$ cat src/rtl/voice_alloc_sched.sv
// Polyphonic voice allocator: maps note-on/off events onto voice slots and
// holds each committed result for HOLD_FRAMES voice frames.
`timescale 1ns/1ps
module voice_alloc_sched #(
  parameter int VOICES      = 8,
  parameter int V_WIDTH     = 3,
  parameter int HOLD_FRAMES = 2
) (
  input  logic               OSC_CLK,
  input  logic               n_reset,
  input  logic               frame_tick,
  input  logic               ev_valid,
  output logic               ev_ready,
  input  logic               ev_note_on,
  input  logic [7:0]         ev_key,
  input  logic [7:0]         ev_vel,
  input  logic               all_notes_off,
  output logic               note_on,
  output logic [V_WIDTH-1:0] cur_key_adr,
  output logic [7:0]         cur_key_val,
  output logic [7:0]         cur_vel_on,
  output logic [VOICES-1:0]  keys_on,
  output logic               busy,
  output logic [1:0]         dbg_state
);

  // Handshake: an event (or all_notes_off) is taken only in IDLE, on a
  // rising OSC_CLK edge where ev_valid && ev_ready; ev_valid must hold until then.
  typedef enum logic [1:0] {S_IDLE, S_SCAN, S_COMMIT, S_HOLD} state_t;

  localparam int CW = (HOLD_FRAMES > 1) ? $clog2(HOLD_FRAMES) : 1;
  localparam logic [CW-1:0]      HOLD_LAST = CW'(HOLD_FRAMES - 1);
  localparam logic [V_WIDTH-1:0] V_LAST    = V_WIDTH'(VOICES - 1);

  state_t               r_state;
  state_t               w_next;
  logic [7:0]           r_key;
  logic [7:0]           r_vel;
  logic                 r_is_on;
  logic [V_WIDTH-1:0]   r_idx;
  logic                 r_match_found;
  logic [V_WIDTH-1:0]   r_match_idx;
  logic                 r_free_found;
  logic [V_WIDTH-1:0]   r_free_idx;
  logic [V_WIDTH-1:0]   r_steal_ptr;
  logic [7:0]           r_key_tab [VOICES];
  logic [VOICES-1:0]    r_keys_on;
  logic                 r_note_on;
  logic [V_WIDTH-1:0]   r_cur_adr;
  logic [7:0]           r_cur_val;
  logic [7:0]           r_cur_vel;
  logic [CW-1:0]        r_frame_cnt;

  logic                 w_hit;
  logic                 w_steal;
  logic [V_WIDTH-1:0]   w_slot;

  assign ev_ready    = (r_state == S_IDLE) && !all_notes_off;
  assign busy        = (r_state != S_IDLE);
  assign dbg_state   = r_state;
  assign note_on     = r_note_on;
  assign cur_key_adr = r_cur_adr;
  assign cur_key_val = r_cur_val;
  assign cur_vel_on  = r_cur_vel;
  assign keys_on     = r_keys_on;

  assign w_hit = r_keys_on[r_idx] && (r_key_tab[r_idx] == r_key);

  // Slot priority for a note-on: held key, then first free, then steal.
  always_comb begin
    w_steal = 1'b0;
    w_slot  = r_steal_ptr;
    if (r_match_found) begin
      w_slot = r_match_idx;
    end else if (r_free_found) begin
      w_slot = r_free_idx;
    end else begin
      w_steal = 1'b1;
    end
  end

  always_ff @(posedge OSC_CLK or negedge n_reset) begin
    if (!n_reset) r_state <= S_IDLE;
    else          r_state <= w_next;
  end

  always_comb begin
    w_next = r_state;
    case (r_state)
      S_IDLE: begin
        if (all_notes_off)  w_next = S_HOLD;
        else if (ev_valid)  w_next = S_SCAN;
      end
      S_SCAN: begin
        if (r_idx == V_LAST) w_next = S_COMMIT;
      end
      S_COMMIT: begin
        // A note-off for an unheld key changes nothing, so skip the hold.
        if (r_is_on || r_match_found) w_next = S_HOLD;
        else                          w_next = S_IDLE;
      end
      S_HOLD: begin
        if (frame_tick && (r_frame_cnt == HOLD_LAST)) w_next = S_IDLE;
      end
      default: w_next = S_IDLE;
    endcase
  end

  always_ff @(posedge OSC_CLK or negedge n_reset) begin
    if (!n_reset) begin
      r_key         <= '0;
      r_vel         <= '0;
      r_is_on       <= 1'b0;
      r_idx         <= '0;
      r_match_found <= 1'b0;
      r_match_idx   <= '0;
      r_free_found  <= 1'b0;
      r_free_idx    <= '0;
      r_steal_ptr   <= '0;
      r_keys_on     <= '0;
      r_note_on     <= 1'b0;
      r_cur_adr     <= '0;
      r_cur_val     <= '0;
      r_cur_vel     <= '0;
      r_frame_cnt   <= '0;
      for (int i = 0; i < VOICES; i++) r_key_tab[i] <= '0;
    end else begin
      case (r_state)
        S_IDLE: begin
          r_frame_cnt <= '0;
          if (all_notes_off) begin
            r_keys_on <= '0;
            r_note_on <= 1'b0;
          end else if (ev_valid) begin
            r_key         <= ev_key;
            r_vel         <= ev_vel;
            r_is_on       <= ev_note_on && (ev_vel != 8'd0);
            r_match_found <= 1'b0;
            r_free_found  <= 1'b0;
            r_idx         <= '0;
          end
        end
        S_SCAN: begin
          if (!r_match_found && w_hit) begin
            r_match_found <= 1'b1;
            r_match_idx   <= r_idx;
          end
          if (!r_free_found && !r_keys_on[r_idx]) begin
            r_free_found <= 1'b1;
            r_free_idx   <= r_idx;
          end
          r_idx <= r_idx + 1'b1;
        end
        S_COMMIT: begin
          if (r_is_on) begin
            r_key_tab[w_slot] <= r_key;
            r_keys_on[w_slot] <= 1'b1;
            r_cur_adr         <= w_slot;
            r_cur_val         <= r_key;
            r_cur_vel         <= r_vel;
            r_note_on         <= 1'b1;
            if (w_steal) r_steal_ptr <= (r_steal_ptr == V_LAST) ? '0 : r_steal_ptr + 1'b1;
          end else if (r_match_found) begin
            r_keys_on[r_match_idx] <= 1'b0;
            r_cur_adr              <= r_match_idx;
            r_cur_val              <= r_key;
            r_note_on              <= 1'b0;
          end
        end
        S_HOLD: begin
          if (frame_tick) r_frame_cnt <= (r_frame_cnt == HOLD_LAST) ? '0 : r_frame_cnt + 1'b1;
        end
        default: ;
      endcase
    end
  end

endmodule

$ cat config.mk
export PLATFORM = sky130hd
export DESIGN_NAME = voice_alloc_sched
export DESIGN_NICKNAME = d
export VERILOG_FILES = /design/src/rtl/voice_alloc_sched.sv
export SDC_FILE = /design/constraint.sdc
export NUM_CORES = 1
export LEC_CHECK = 0
export ABC_CLOCK_PERIOD_IN_PS = 3200
export BUFFER_PORTS_ARGS = -buffer_cell sky130_fd_sc_hd__buf_4
export CAP_MARGIN = 20
export CORE_MARGIN = 2
export CORE_UTILIZATION = 55
export DETAILED_ROUTE_END_ITERATION = 7
export HOLD_SLACK_MARGIN = 0.02
export PLACE_DENSITY = 0.8
export SYNTH_ARGS = -nofsm -noshare
export SYNTH_HDL_FRONTEND = slang
export SYNTH_SLANG_ARGS = --single-unit
$ cat constraint.sdc
create_clock -name OSC_CLK -period 3.2 [get_ports OSC_CLK]
set_clock_uncertainty 0.15 [all_clocks]
set_input_delay 0.32 -clock OSC_CLK [delete_from_list [all_inputs] [get_ports OSC_CLK]]
set_output_delay 0.32 -clock OSC_CLK [all_outputs]
set_load 0.05 [all_outputs]
# After elaboration in Yosys (flattened, before gate mapping)

Cells that the tools add are included.
W data, S select, Z words.

Register bits after elaboration: 126
Input port bits: 22
Word-level logic and storage cells: 137

Add/sub/neg operators: 3
Order comparisons: 8
Eq/ne operators: 16
Mux-type cells: 47
Bitwise logic cells: 6
Reduce and logical (&&, ||, !) cells: 33

Operators with widths:

| kind                 | count |
|---|---|
| $bwmux W64           | 1 |
| $mux W8              | 8 |
| $bmux W8 S3          | 1 |
| $demux W8 S3         | 1 |
| $mux W3              | 7 |
| $ne A2 B2 Y1 const B | 8 |
| $pmux W8 S2          | 1 |
| $reduce_and A3 Y1    | 5 |
| $mux W1              | 14 |
| $lt A3 B4 Y1 const B | 3 |
| $mux W2              | 5 |
| $reduce_and A2 Y1    | 5 |
| $reduce_bool A2 Y1   | 5 |
| $logic_and A1 B1 Y1  | 9 |
| $and A8 B8 Y8        | 1 |
| $eq A8 B8 Y1         | 1 |
| $ge A4 B4 Y1 const B | 2 |
| $not A3 Y4           | 2 |
| $not A8 Y8           | 1 |
| $or A8 B8 Y8         | 1 |
| $pmux W1 S2          | 4 |
| $pmux W2 S4          | 1 |
| $reduce_and A4 Y1    | 2 |
| $reduce_bool A8 Y1   | 1 |
| 15 further kinds     | 24 |

# Logic depth before layout (Yosys ltp)

Gate-level depths: netlist of the first run.

Word-level depth: 9
Gate-level depth with buffers: 8
Depth with buffers taken out: 7

# Worst setup path after synthesis of the first run

OpenSTA, ideal clock, no wires.

Kind: flip-flop to flip-flop
From: reg r_state[0] (netlist: dbg_state[0])
To: reg r_key[0]
Arrival time: 2361 ps
Data required time: 2925 ps
Path slack: 564 ps
Cell stages (with the launch flop): 7
Buffers on the path: 2
Cells stage by stage: dfrtp_1 > clkbuf_1 > nor2_1 > inv_1 > nor2_1 > buf_2 > mux2_2

Word-level cells in the longest chain between the ends: 2

Ends and longest elaborated chain:

| element                            | line | source |
|---|---|---|
| start, declared                    | 35   | `state_t r_state;` |
| start signal, assigned             | 84   | `else r_state <= w_next;` |
| $logic_not A2 Y1                   | 128  | `case (r_state)` |
| $reduce_and A3 Y1 (no source line) | --   |  |
| end signal, assigned               | 135  | `r_key <= ev_key;` |
| end, declared                      | 37   | `logic [7:0] r_key;` |

No other way between the ends.
A chain may end at the register's enable or synchronous reset.

# Worst setup path after layout of the first run

From: reg r_idx[2]
To: reg r_match_idx[0]

Word-level cells in the longest chain between the ends: 8

Ends and longest elaborated chain:

| element                                    | line | source |
|---|---|---|
| start, declared                            | 40   | `logic [V_WIDTH-1:0] r_idx;` |
| start signal, assigned                     | 152  | `r_idx <= r_idx + 1'b1;` |
| $not A3 Y4 (not written as such)           | 67   | `assign w_hit = r_keys_on[r_idx] && (r_key_tab[r_idx] == r_key);` |
| $bmux W8 S3                                | 67   |  |
| $mux W8 (not written as such) (2 in a row) | 67   |  |
| $eq A8 B8 Y1                               | 67   |  |
| $logic_and A1 B1 Y1 (*)                    | 67   |  |
| $logic_and A1 B1 Y1 (*)                    | 144  | `if (!r_match_found && w_hit) begin` |
| $reduce_and A2 Y1 (no source line) (*)     | --   |  |
| end signal, assigned                       | 146  | `r_match_idx <= r_idx;` |
| end, declared                              | 42   | `logic [V_WIDTH-1:0] r_match_idx;` |

Mark *: on every way between the ends. The rest lies on a longest branch, timed or not. The select of a mux whose other input is x is not followed.

==> metrics.md, run 1 <==
| Metric | Value |
|---|---|
| Outcome | completed |
| Final worst slack | around 0.44 ns |
| Largest fanout on the critical path | 16 |
| Initial antenna violation count | 0 |
| Fraction of layout cells with a size suffix above 1 | 0.400 |
| Final nets | approximately 550 |
| Crit. Startpoint | r_idx[2]$_DFFE_PN0P_ |
| Placer Congestion | ~0.95 |
| WP data required | roughly 3.5 ns |
| Vias in the first global route | between 4k and 5k |
| PwrDens | about 1000 nW/um^2 |
| Synth top area cells | dfrtp_1 (54%), mux2_2 (18%), mux4_2 (4.6%) |
| Placed cell area | approximately 6400 um^2 |
| Layout area overhead | 23.9% |
| Final Util | 0.702 |
| Clock power frac | 0.269 |
| Die height | ~110 um |
| FF+latch count, synth | 126 |
| Longest Clk Path Bufs | 2 |
| Fin Setup TNS | 0 ns |
| Crit Path Class | register to register |
| ANT nets after route | 0 |
| Overall Power | approximately 7.3 mW |
| DRC | 0 |
| VDD IR-drop max | ~0.59 mV |
| Postcts setup bufs | 0 |
| Clock Root Buffer | clkbuf_8 |
| Int Power | approximately 4.7 mW |
| Switching Share | 0.363 |
| CTS resizes | 0 |
| Startpoint types | register |
| First-pass GRT wire length | about 21 mm |
| RR Endpoint | r_match_idx[0]$_DFFE_PN0P_ |
| DR iter-0 viols | 240 |
| Cell Area, Synth | 5880 um^2 |
| Post-synth top area share | 0.537 |
| Hold WC Path Type | input port to async pin |
| Die Wd | 107 um |
| Fin crit share | 0.862 |
| H-Tree Depth | 4 |
| NetSw | 2.66 mW |
| Synth Area per Inst | between 10 and 15 um^2 |
| Tightest Pin Transition | 0.774 ns |
| Setup crit end kind | register |
| Placement Setup Slack | approximately 0.44 ns |
| Critical path, cell by cell | mux2i_1 > mux4_1 > xnor2_1 > nor4_2 > nand4_2 > mux2_1 |
| PortBufs | 53 |
| Ant. Diodes | 0 |
| Worst skew pair latency | 0.52 ns |
| Yosys top cell by area | dfrtp_1 |
| FILL cells | about 730 |
| Total CTS buffers | 17 |
| Final hold violation count | 0 |
| Combinational Power Share | 0.364 |
| Setup slack, reg-to-reg | around 0.44 ns |
| Hpwl dp | between 8 and 9 mm |
| R2R Path Start | r_idx[2]$_DFFE_PN0P_ |
| Max Fclk | 363 MHz |
| CP arrival | roughly 3 ns |
| Syn Nets | about 470 |
| Crit-path max cell delay | about 0.80 ns |
| Final cell count without fillers | between 600 and 700 |
| Max_slew headroom | 0.484 |
| Ys Warns | 0 |
| Router iterations before antenna repair | 4 |
| Cts hold-fix bufs | 23 |
| Routed via count | ~3.9k |
| FF-to-FF path depth | 6 |
| Number of clock sinks | roughly 130 |
| Final instance area | between 7000 and 8000 um^2 |
| Sequential element share of the synthesized area | 0.537 |
| TritonCTS clock tree | done |
| Die area | about 12000 um^2 |
| Vias per std cell | between 5 and 6 |
| Worst Setup EP | r_match_idx[0]$_DFFE_PN0P_ |
| Netlist cell types | 40 |
| Count of final setup violators | 0 |
| Pleak | ~3.5 nW |
| Gate Count Post-Synth | about 440 |
| WL/cell | about 19 um |
| Clk slew on worst S/H paths | approximately 0.060 ns |
| Max cap viols | 0 |
| Tot GR Track Use | 0.240 |
| Crit-path slowest cell | dfrtp_1 |
| Dpl cells | ~620 |
| Async S/R FF share, synth | 1.00 |
| Grt total ovfl | 0 |
| Hold slack | around 0.27 ns |
| Sequential power share | 0.367 |
| Ys flop type | dfrtp_1 |
| Minimum clock period | about 2.8 ns |
| Row count | 37 |
| Final slew viol count | 0 |
| Largest net degree at the start of global routing | 63 |
| Core Footprint | about 10000 um^2 |
| Ports | 54 |
| Post-Route WL | 12.5 mm |
| Post-synth EDFFs | 0 |
| RSZ-0062 raised after global routing | no |
| Initial core utilization | 0.567 |
[synth_stat cells, types with 4 or more instances]
master / instances
mux2_2: 96
mux4_1: 5
ha_1: 4
nand2b_1: 5
a21oi_1: 10
buf_2: 4
nor2_1: 23
dfrtp_1: 126
mux2_1: 4
mux2i_1: 20
or3_1: 4
nand2_1: 40
o21ai_0: 11
nand3_1: 7
clkbuf_1: 14
mux4_2: 12
a22oi_1: 4
o22a_1: 8
xnor2_1: 6
inv_1: 4
[kinds of logic after synthesis]
family / after synthesis / share of synthesized area
mux: 137 / 0.294
flops: 126 / 0.537
simple gates: 95 / 0.0760
compound gates: 42 / 0.0464
buf+inv: 30 / 0.0266
xor+xnor: 8 / 0.0119
fa+ha+maj: 4 / 0.00852
[layout by cell type, fill, tap and decap left out, types with 10 or more instances in the layout]
cell type      Yosys  final
dfrtp_1          126    126
mux2_2            96     96
buf_4              2     68
nand2_1           40     40
dlygate4sd3_1      0     23
nor2_1            23     22
mux2i_1           20     20
clkbuf_16          0     16
mux4_2            12     12
o21ai_0           11     11
a21oi_1           10     10
[area by class of cell]
| class | instances | area, um^2 | area share |
|---|---|---|---|
| inverter | 4 | 15.0 | 0.00206 |
| timing repair buffer | 92 | 761 | 0.104 |
| clock inverter | 12 | 166 | 0.0229 |
| multi-input combinational | 286 | 2570 | 0.353 |
| tap | 136 | 170 | 0.0234 |
| sequential | 126 | 3150 | 0.433 |
| clock buffer | 20 | 445 | 0.0612 |
[critical path: cells and delay by family (launching register included)]
family / cells / cell delay (ns)
muxes: 3 / 1.05
DFF: 1 / 0.80
and+or+nand+nor: 2 / 0.48
xor gates and xnor gates: 1 / 0.15
[power groups by stage]
stage	registers, mW	logic, mW	clock network, mW
6_report	2.69	2.67	1.97
5_1_grt	2.79	2.86	2.07
4_1_cts	2.69	2.69	1.99
2_1_floorplan	2.96	1.66	0
3_3_place_gp	2.67	2.58	0
3_5_place_dp	2.71	2.65	0
[metal layers]
layer | global-route usage | wire length (um)
met1 | 0.316 | 5540
met2 | 0.389 | 6190
met3 | 0.0563 | 502
met4 | 0.0916 | 318
met5 | 0 | 0
[registers in the layout (all words and copies together), names as in the netlist]
register       flops
cur_key_adr        3
cur_key_val        8
cur_vel_on         8
dbg_state          2
keys_on            8
note_on            1
r_frame_cnt        1
r_free_found       1
r_free_idx         3
r_idx              3
r_is_on            1
r_key              8
r_key_tab         64
r_match_found      1
r_match_idx        3
r_steal_ptr        3
r_vel              8
[worst min-delay path by stage]
stage	start	slack, ns	endpoint	cells past startpoint
6_report	n_reset	0.27	r_vel[5]$_DFFE_PN0P_	2
3_3_place_gp	n_reset	0.28	r_vel[5]$_DFFE_PN0P_	1
2_1_floorplan	n_reset	-0.13	cur_key_adr[0]$_DFFE_PN0P_	0
3_5_place_dp	n_reset	0.30	r_vel[5]$_DFFE_PN0P_	1
5_1_grt	n_reset	0.32	r_vel[5]$_DFFE_PN0P_	2
4_1_cts	n_reset	0.29	r_vel[5]$_DFFE_PN0P_	2
Power figures use the tool's default switching activity.
==> inputs of run 2 (changes only) <==
--- a/config.mk
+++ b/config.mk
@@ -5,14 +5,15 @@
 export SDC_FILE = /design/constraint.sdc
 export NUM_CORES = 1
 export LEC_CHECK = 0
+export ABC_AREA = 1
 export ABC_CLOCK_PERIOD_IN_PS = 3200
 export BUFFER_PORTS_ARGS = -buffer_cell sky130_fd_sc_hd__buf_4
 export CAP_MARGIN = 20
 export CORE_MARGIN = 2
-export CORE_UTILIZATION = 55
+export CORE_UTILIZATION = 30
 export DETAILED_ROUTE_END_ITERATION = 7
 export HOLD_SLACK_MARGIN = 0.02
-export PLACE_DENSITY = 0.8
+export PLACE_DENSITY = 0.51
 export SYNTH_ARGS = -nofsm -noshare
 export SYNTH_HDL_FRONTEND = slang
 export SYNTH_SLANG_ARGS = --single-unit
==> metrics.md, run 2 <==
| Metric | Value |
|---|---|
| Async S/R FF share, synth | 1.00 (unchanged) |
| H-Tree Depth | 4 (unchanged) |
| Syn Nets | 776 (+66%) |
| Die height | 146 um (+36%) |
| Crit Path Class | register to register |
| WP data required | 3.37 ns (-0.08 ns) |
| Tot GR Track Use | 0.160 (-0.0796) |
| Hold Crit Endpoint | dbg_state[0]$_DFFE_PN0P_ |
| Startpoint types | register |
| Hold_sp | ev_valid |
| Final slew viol count | 0 (unchanged) |
| Dpl cells | 1053 (+70%) |
| Ports | 54 (unchanged) |
| Most common cell in the netlist | nand2_1 |
| Max_slew headroom | 0.375 (-0.109) |
| Hold path depth | 3 |
| Max cap viols | 0 (unchanged) |
| Max reg flops | 64 (unchanged) |
| Initial core utilization | 0.307 (-0.260) |
| Max Fclk | 400 MHz (+10%) |
| Routed via count | 5067 (+30%) |
| FF+latch count, synth | 126 (unchanged) |
| Vias per std cell | 4.60 (-20%) |
| R2R Path Start | r_free_found$_DFFE_PN0P_ |
| Post-synth top area share | 0.525 (-0.0118) |
| Final nets | 850 (+54%) |
| Core Footprint | 19600 um^2 (+89%) |
| Final hold violation count | 0 (unchanged) |
| CP arrival | 2.67 ns (-0.34 ns) |
| RSZ-0062 raised after global routing | no |
| Yosys top cell by area | dfrtp_1 |
| Grt total ovfl | 0 (unchanged) |
| CTS resizes | 0 (unchanged) |
| Fraction of layout cells with a size suffix above 1 | 0.135 (-0.265) |
| Netlist cell types | 33 (-18%) |
| Overall Power | 8.41 mW (+15%) |
| Hpwl dp | 10.7 mm (+32%) |
| Synth Area in Simple Gates | 0.258 (+0.182) |
| Fin crit share | 0.781 (-0.0807) |
| Hold slack | 0.0601 ns (-0.209 ns) |
| Clk slew on worst S/H paths | 0.05 ns (about the same) |
| Pleak | 3.62 nW (+3.5%) |
| Count of final setup violators | 0 (unchanged) |
| PwrDens | 1120 nW/um^2 (+11%) |
| Top reg by flops | r_key_tab |
| TritonCTS clock tree | done |
| Final cell count without fillers | 1102 (+63%) |
| Fin Setup TNS | 0 ns (unchanged) |
| WL/cell | 14.6 um (-21%) |
| FF-to-FF path depth | 9 (+3) |
| DRC | 0 (unchanged) |
| Setup slack, reg-to-reg | 0.70 ns (+0.26 ns) |
| Sequential element share of the synthesized area | 0.525 (-0.0118) |
| Worst skew pair latency | 0.42 ns (-0.10 ns) |
| Top post-synthesis cells by count | nand2_1 (252), dfrtp_1 (126), o21ai_0 (96) |
| Synth Area in Compound Gates | 0.127 (+0.0810) |
| Largest family of logic cells by synthesized area | simple AND/OR/NAND/NOR gates |
| Largest fanout on the critical path | 16 (unchanged) |
| Total CTS buffers | 17 (unchanged) |
| Clock Root Buffer | clkbuf_16 |
| Post-synth EDFFs | 0 (unchanged) |
| Gate Count Post-Synth | 750 (+70%) |
| Longest Clk Path Bufs | 2 (unchanged) |
| Router iterations before antenna repair | 5 (+1) |
| Vias in the first global route | 4920 (+21%) |
| Hold WC Path Type | input port to register |
| PortBufs | 53 (unchanged) |
| Row count | 51 (+38%) |
| First-pass GRT wire length | 26.9 mm (+29%) |
| Ant. Diodes | 0 (unchanged) |
| Ys flop type | dfrtp_1 |
| Xor and xnor area share after synthesis | 0 (-0.0119) |
| Die area | 21200 um^2 (+84%) |
| DR iter-0 viols | 434 (+81%) |
| Placer Congestion | 0.848 (-10%) |
| Leading cell type in the layout, fill and taps excluded | nand2_1 |
| Initial antenna violation count | 0 (unchanged) |
| ANT nets after route | 0 (unchanged) |
| Number of clock sinks | 126 (unchanged) |
| Synth Area in Adders | 0.00833 (-0.000188) |
| Ys Warns | 0 (unchanged) |
| Layout area overhead | 25.0% |
| RR Endpoint | r_key_tab[13]$_DFFE_PN0P_ |
| Post-synthesis mux area share | 0.00187 (-0.292) |
| Cell Area, Synth | 6010 um^2 (+2.3%) |
| Die Wd | 146 um (+36%) |
| Minimum clock period | 2.50 ns (-0.258 ns) |
| Synth Area per Inst | 8.01 um^2 (-40%) |
| Largest net degree at the start of global routing | 70 (+11%) |
| Setup crit end kind | register |
| Post-Route WL | 16.1 mm (+28%) |
| VDD IR-drop max | 0.432 mV (-27%) |
| Synth top area cells | dfrtp_1 (52%), nand2_1 (16%), o21ai_0 (8.0%) |
| Most frequent cells in the layout | nand2_1 (252), dfrtp_1 (126), o21ai_0 (95) |
| Tightest Pin Transition | 0.938 ns (+0.164 ns) |
| Outcome | completed |
## run 2: cell count changes in the layout (fill, tap and decap cells not counted), sizes merged, moves of 8 or more
cell	before	now
nand3	7	58
mux2i	20	0
o21ai	12	101
mux2	100	1
nand2	40	252
inv	4	87
nor2	25	36
mux4	17	0
o22a	8	0
## run 2: power by group
| group | leakage [nW] | switching (mW) | internal (mW) | total [mW] |
|---|---|---|---|---|
| Combinational | 1.66 | 2.57 | 1.10 | 3.67 |
| Clock | 0.303 | 0.687 | 1.36 | 2.05 |
| Sequential | 1.66 | 0.450 | 2.24 | 2.69 |
## run 2: logic make-up (layout without fill, tap and decap cells)
family | Yosys count | after routing
AND/OR/NAND/NOR | 362 | 362
AO/OA/AOI/OAI | 138 | 138
flip-flops | 126 | 126
buffers and inverters | 119 | 206
adder cells (fa/ha/maj) | 4 | 4
multiplexers | 1 | 1
## run 2: layer usage
metal / global-route usage / part of all wire
met3: 0.0326 / 0.044
met2: 0.242 / 0.44
met4: 0.0534 / 0.014
met1: 0.230 / 0.50
met5: 0 / 0
## run 2: how the worst max path moves through the flow
stage / slack, ns / start / to
after global placement: 0.72 / r_free_found$_DFFE_PN0P_ / r_key_tab[8]$_DFFE_PN0P_
final: 0.70 / r_free_found$_DFFE_PN0P_ / r_key_tab[13]$_DFFE_PN0P_
after global routing: 0.42 / r_free_found$_DFFE_PN0P_ / r_key_tab[8]$_DFFE_PN0P_
after CTS: 0.67 / r_free_found$_DFFE_PN0P_ / r_key_tab[13]$_DFFE_PN0P_
after floorplan: 0.61 / dbg_state[1]$_DFFE_PN0P_ / r_vel[0]$_DFFE_PN0P_
after detailed placement: 0.70 / r_free_found$_DFFE_PN0P_ / r_key_tab[13]$_DFFE_PN0P_
## run 2: worst max-delay path, cell delays in order (launching register included)
cell and delay [ns]:
dfrtp_1 0.40, inv_1 0.16, nor2_1 0.06, a211oi_1 0.34, a21oi_2 0.15, inv_2 0.21
nand2_1 0.09, nor2_1 0.20, nand2_1 0.34, o21ai_0 0.29
## run 2: final cells by class
type	count	area, um^2
well taps	265	332
repair buffers	86	701
flip-flops and latches	126	3150
multi-input cells	505	2380
inverters	88	330
clock inverters	6	130
clock buffers	26	489
fillers	2039	12100
## run 2: repair_timing
item	in CTS	in global routing
endpoints found under the hold margin	83	0
hold buffers	17	0
buffers inserted	0	0
## run 2: per-stage QoR
stage	worst slack [ns]	util	cell area, um^2
global placement	0.725	0.343	6720
detailed placement	0.699	0.343	6720
CTS	0.673	0.383	7510
floorplan	0.608	-	6010
finish	0.700	0.383	7510
global route	0.419	0.383	7510
